File: src/rtl/row_rw_bram.sv
// Word-serial row mover between the filter datapath and the BRAM controller.
// Gathers (read) or scatters (write) one row over the trig/done handshake, with per-word timeout.
module row_rw_bram #(
    parameter int DATA_W    = 32,
    parameter int WORDS     = 16,
    parameter int ROW_W     = 9,
    parameter int TIMEOUT   = 1024,
    localparam int WIDX_W   = $clog2(WORDS),
    localparam int ROW_BITS = DATA_W * WORDS
) (
    input  logic                    i_clk,
    input  logic                    i_rst,
    input  logic                    i_trig,
    input  logic                    i_mode,
    input  logic [ROW_W-1:0]        i_row_num,
    input  logic [ROW_BITS-1:0]     i_wr_row,
    output logic [ROW_BITS-1:0]     o_rd_row,
    output logic                    o_done,
    output logic                    o_err,
    output logic [ROW_W+WIDX_W-1:0] o_bram_addr,
    output logic                    o_bram_trig,
    output logic                    o_bram_we,
    output logic [DATA_W-1:0]       o_bram_wdata,
    input  logic [DATA_W-1:0]       i_bram_rdata,
    input  logic                    i_bram_done
);

    localparam int CNT_W = (TIMEOUT > 1) ? $clog2(TIMEOUT) : 1;
    localparam logic [CNT_W-1:0]  CNT_LAST = CNT_W'((TIMEOUT > 0) ? TIMEOUT - 1 : 0);
    localparam logic [WIDX_W-1:0] IDX_LAST = WIDX_W'(WORDS - 1);

    typedef enum logic [1:0] {
        IDLE,
        REQ,
        GAP,
        FIN
    } state_t;

    typedef logic [WORDS-1:0][DATA_W-1:0] row_t;

    state_t              state_q, state_d;
    logic                mode_q, mode_d;
    logic [ROW_W-1:0]    row_q, row_d;
    row_t                wr_row_q, wr_row_d;
    row_t                shadow_q, shadow_d;
    logic [ROW_BITS-1:0] rd_row_q, rd_row_d;
    logic [WIDX_W-1:0]   idx_q, idx_d;
    logic [CNT_W-1:0]    cnt_q, cnt_d;
    logic                err_q, err_d;

    // Word 0 is the MSB slice, so word k lives at packed element WORDS-1-k, i.e. ~k.
    always_comb begin
        // NOTE: every next-state value defaults to its register so no path infers a latch.
        state_d  = state_q;
        mode_d   = mode_q;
        row_d    = row_q;
        wr_row_d = wr_row_q;
        shadow_d = shadow_q;
        rd_row_d = rd_row_q;
        idx_d    = idx_q;
        cnt_d    = cnt_q;
        err_d    = err_q;

        case (state_q)
            IDLE: begin
                if (i_trig) begin
                    mode_d   = i_mode;
                    row_d    = i_row_num;
                    wr_row_d = i_wr_row;
                    idx_d    = '0;
                    cnt_d    = '0;
                    err_d    = 1'b0;
                    state_d  = REQ;
                end
            end
            REQ: begin
                if (i_bram_done) begin
                    cnt_d = '0;
                    if (!mode_q) begin
                        shadow_d[~idx_q] = i_bram_rdata;
                    end
                    if (idx_q == IDX_LAST) begin
                        state_d = FIN;
                        // Commit the whole row only once the final word has landed.
                        if (!mode_q) begin
                            rd_row_d = shadow_d;
                        end
                    end else begin
                        state_d = GAP;
                    end
                end else if (TIMEOUT != 0 && cnt_q == CNT_LAST) begin
                    cnt_d   = '0;
                    err_d   = 1'b1;
                    state_d = FIN;
                end else if (TIMEOUT != 0) begin
                    cnt_d = cnt_q + 1'b1;
                end
            end
            GAP: begin
                idx_d   = idx_q + 1'b1;
                state_d = REQ;
            end
            FIN: begin
                if (!i_trig) begin
                    state_d = IDLE;
                end
            end
            default: state_d = IDLE;
        endcase
    end

    always_ff @(posedge i_clk) begin
        if (i_rst) begin
            state_q  <= IDLE;
            mode_q   <= 1'b0;
            row_q    <= '0;
            wr_row_q <= '0;
            rd_row_q <= '0;
            idx_q    <= '0;
            cnt_q    <= '0;
            err_q    <= 1'b0;
        end else begin
            state_q  <= state_d;
            mode_q   <= mode_d;
            row_q    <= row_d;
            wr_row_q <= wr_row_d;
            rd_row_q <= rd_row_d;
            idx_q    <= idx_d;
            cnt_q    <= cnt_d;
            err_q    <= err_d;
        end
    end

    // NOTE: the shadow row is left unreset; every word is rewritten before a read can commit it.
    always_ff @(posedge i_clk) begin
        shadow_q <= shadow_d;
    end

    assign o_bram_trig  = (state_q == REQ);
    assign o_done       = (state_q == FIN);
    assign o_err        = err_q;
    assign o_rd_row     = rd_row_q;
    assign o_bram_addr  = {row_q, idx_q};
    assign o_bram_we    = mode_q;
    assign o_bram_wdata = wr_row_q[~idx_q];

endmodule

File: config.mk
export PLATFORM = sky130hd
export DESIGN_NAME = row_rw_bram
export DESIGN_NICKNAME = d
export VERILOG_FILES = /design/src/rtl/row_rw_bram.sv
export SDC_FILE = /design/constraint.sdc
export NUM_CORES = 2
export LEC_CHECK = 0
export BUFFER_PORTS_ARGS = -buffer_cell sky130_fd_sc_hd__buf_2
export CORE_AREA = 2 2 439 441
export DETAILED_ROUTE_END_ITERATION = 7
export DIE_AREA = 0 0 441 443
export GPL_TIMING_DRIVEN = 0
export REMOVE_ABC_BUFFERS = 1
export SKIP_LAST_GASP = 1
export SYNTH_ARGS = -nofsm -noshare
export SYNTH_HDL_FRONTEND = slang
export SYNTH_SLANG_ARGS = --single-unit
File: constraint.sdc
create_clock -name i_clk -period 12.6 [get_ports i_clk]
set_input_delay 0.63 -clock i_clk [delete_from_list [all_inputs] [get_ports i_clk]]
set_output_delay 0.63 -clock i_clk [all_outputs]
set_load 0.02 [all_outputs]
==> results.py <==
metrics = {
    "status": {
        "outcome": "completed",
    },
    "place": {
        "dp_slack_ns": 8.07,
        "place.gp.congestion": 0.867,
        "dp_hpwl_um": 145000,
        "portBuffers": 1118,
    },
    "grt": {
        "grt_pass1_vias": 48200,
        "gr-total-overflow": 0,
        "grt_max_degree": 213,
        "antenna_found_initial": 66,
        "grt_pass1_wl_um": 309000,
        "grt_use_total_pct": 20.8,
    },
    "timing": {
        "max_slew_margin_pct": 13.6,
        "min_period_ns": 4.20,
        "worst_pin_slew_ns": 1.30,
        "slew_violations": 0,
        "setup_violations": 0,
        "fmax_ghz": 0.238,
        "fin_crit_sh_pct": 33.4,
        "finalWorstSetupSlack_ns": 8.40,
        "rsz0062_at_grt": "false",
        "hold_viol_final": 0,
        "finalClockSkew_ns": 0.0547,
    },
    "pwr": {
        "report.power.total_w": 0.0113,
        "peakVddDrop_uv": 146,
        "p_leak_nw": 31.7,
        "power_density_mw_per_mm2": 138,
    },
    "yosys": {
        "yosysWarnings": 0,
        "synth_area_per_cell_sq_um": 10.6,
        "synthArstFlopShare_pct": 0,
        "yosysMostFrequentCell": "nand2_1",
        "synth_ff_type": "dfxtp_1",
        "post_synth_num_cell_types": 47,
        "synth_top_area_cell": "dfxtp_1",
        "ys_top_cells_by_count": "nand2_1 (1208), dfxtp_1 (1051), nor2_1 (906)",
        "synth_seq_area_share_pct": 56.7,
        "synth-edff-count": 480,
        "synth_top_area_share_pct": 33.6,
        "ys_seq_elements": 1531,
        "syn-cell-area_sq_mm": 0.0626,
        "ys_top_cells_by_area": "dfxtp_1 (34%), edfxtp_1 (23%), mux2_2 (7.6%), nand2_1 (7.2%), nor3_2 (6.6%)",
        "synthCells": 5921,
    },
    "floorplanning": {
        "coreArea_sq_mm": 0.191,
        "floorplan.initialDensity_pct": 32.7,
        "die_area_sq_mm": 0.195,
        "boundaryPins": 1119,
        "die_h_um": 443,
        "die_width_um": 441,
        "rows": 161,
    },
    "cts": {
        "clock-sinks": 1531,
        "root_buffer": "clkbuf_16",
        "cts_tree": "yes",
        "clk_latency_ns": 0.86,
        "cts-buffers-inserted": 166,
        "h-tree-depth": 4,
        "cts_buffer_depth": 3,
        "ctsResizeCount": 0,
        "path_clk_slew_ns": 0.06,
    },
    "worst_setup_path": {
        "critPathLaunchType": "flop",
        "worstPathArrival_ns": 3.57,
        "required_ns": 11.97,
        "critical_path.max_fanout": 24,
        "endpoint_kind": "output port",
        "crit_type": "reg -> out",
    },
    "cells_and_area": {
        "num-fill-cells": 18000,
        "area_growth_syn_to_layout_pct": 31.1,
        "drive_gt1_share_pct": 33.6,
        "layout.nets": 7879,
    },
    "flow_run": {
        "maxCapViolCount": 0,
    },
    "route": {
        "first_pass_iters": 6,
        "wire_per_inst_um": 21.1,
        "drtAntennaViolNets": 0,
        "routed_via_density": 4.93,
        "vias": 49500,
        "route.detailed.drc": 0,
        "drt_iter0_markers": 3339,
        "wirelength_um": 212000,
    },
    "hold_path": {
        "hold_path_class": "in -> reg",
    },
}
## cell type report
class	count	area (sq um)	area share [%]
repair buffers	1710	12600	15.4
multi-input cells	3902	24800	30.3
inverters	5	26.3	0.0320
flip-flops and latches	1531	35500	43.2
well taps	2526	3160	3.85
clock inverters	55	913	1.11
diodes	58	145	0.177
clock buffers	256	4900	5.97
## routing by layer
metal / vias to the layer above / global-route usage, % / wire length [um]
met3: 507 / 4.39 / 13700
met4: 24 / 11.8 / 12600
met2: 1768 / 34.9 / 104000
met1: 24200 / 24.5 / 82200
met5: - / 0 / 145
li1: 23100 / - / -
## power by group
group	leakage [nW]	internal (W)	total, W	switching [W]
Sequential	12.6	0.00525	0.00532	0.0000761
Combinational	16.2	0.000374	0.000848	0.000474
Clock	2.81	0.00295	0.00512	0.00217
Total	31.7	0.00857	0.0113	0.00272
## flip-flops by register name, indices dropped and copies added (netlist names)
signal     flops
o_bram_we      1
shadow_q     480
state_q        2
cnt_q         10
o_err          1
wr_row_q     512
row_q          9
idx_q          4
o_rd_row     512
## worst paths after layout
path                  from                to  slack, ns  depth (start not counted)
max               idx_q[3]  o_bram_wdata[13]       8.40                          5
min          i_wr_row[305]     wr_row_q[305]       0.08                          3
max reg2reg     state_q[1]     wr_row_q[444]       8.48                         16
min reg2reg  o_rd_row[153]     o_rd_row[153]       0.45                          2
## per-stage QoR
| step | TNS (ns) | hold WS, ns | utilization [%] | area [sq um] | cells |
|---|---|---|---|---|---|
| after detailed placement | 0 | 0.443 | 37.4 | 71500 | 9219 |
| after global routing | 0 | 0.0319 | 42.9 | 82000 | 10000 |
| final | 0 | 0.0757 | 42.9 | 82100 | 10000 |
| after global placement | - | 0.438 | 36.1 | 68900 | 9082 |
| after floorplan | -8336.76 | 0.427 | - | 60200 | 5438 |
| after CTS | 0 | 0.000888 | 42.8 | 81900 | 9985 |
## timing repair
item,in CTS,in global routing
hold buffers,455,0
endpoints found under the hold margin,454,0
buffers inserted,0,0
## critical path, cell delays in order, from the launching register on
cell and delay, ns:
dfxtp_2 0.90, nor2b_4 0.84, buf_12 0.28, a22oi_1 0.12, nand2_1 0.33, buf_2 0.25
## cell usage in the layout, fill, tap and decap left out, types with 41 or more instances in the layout
| cell | synthesis | layout |
|---|---|---|
| clkbuf_1 | 271 | 53 |
| nor3_1 | 46 | 46 |
| nor3_2 | 415 | 415 |
| a21oi_1 | 590 | 590 |
| buf_6 | 43 | 54 |
| dfxtp_1 | 1051 | 1047 |
| buf_16 | 0 | 41 |
| a22oi_1 | 66 | 66 |
| edfxtp_1 | 480 | 480 |
| buf_2 | 128 | 1117 |
| clkbuf_16 | 0 | 169 |
| mux2_1 | 60 | 60 |
| diode_2 | 0 | 58 |
| dlygate4sd3_1 | 0 | 455 |
| nor2_1 | 906 | 905 |
| nand2_1 | 1208 | 1208 |
| mux4_2 | 128 | 128 |
| mux2_2 | 422 | 422 |
## cell families (layout without fill, tap and decap cells)
group | after synthesis | count (layout) | share of synthesized area, %
and+or+nand+nor | 2613 | 2613 | 20.3
other | 0 | 58 | 0
muxes | 611 | 611 | 13.3
buffers and inverters | 488 | 2026 | 3.88
DFF | 1531 | 1531 | 56.7
adders and majority gates | 5 | 5 | 0.100
AOI/OAI and AO/OA | 666 | 666 | 5.63
xor gates and xnor gates | 7 | 7 | 0.0980
(Power assumes the default switching activity.)
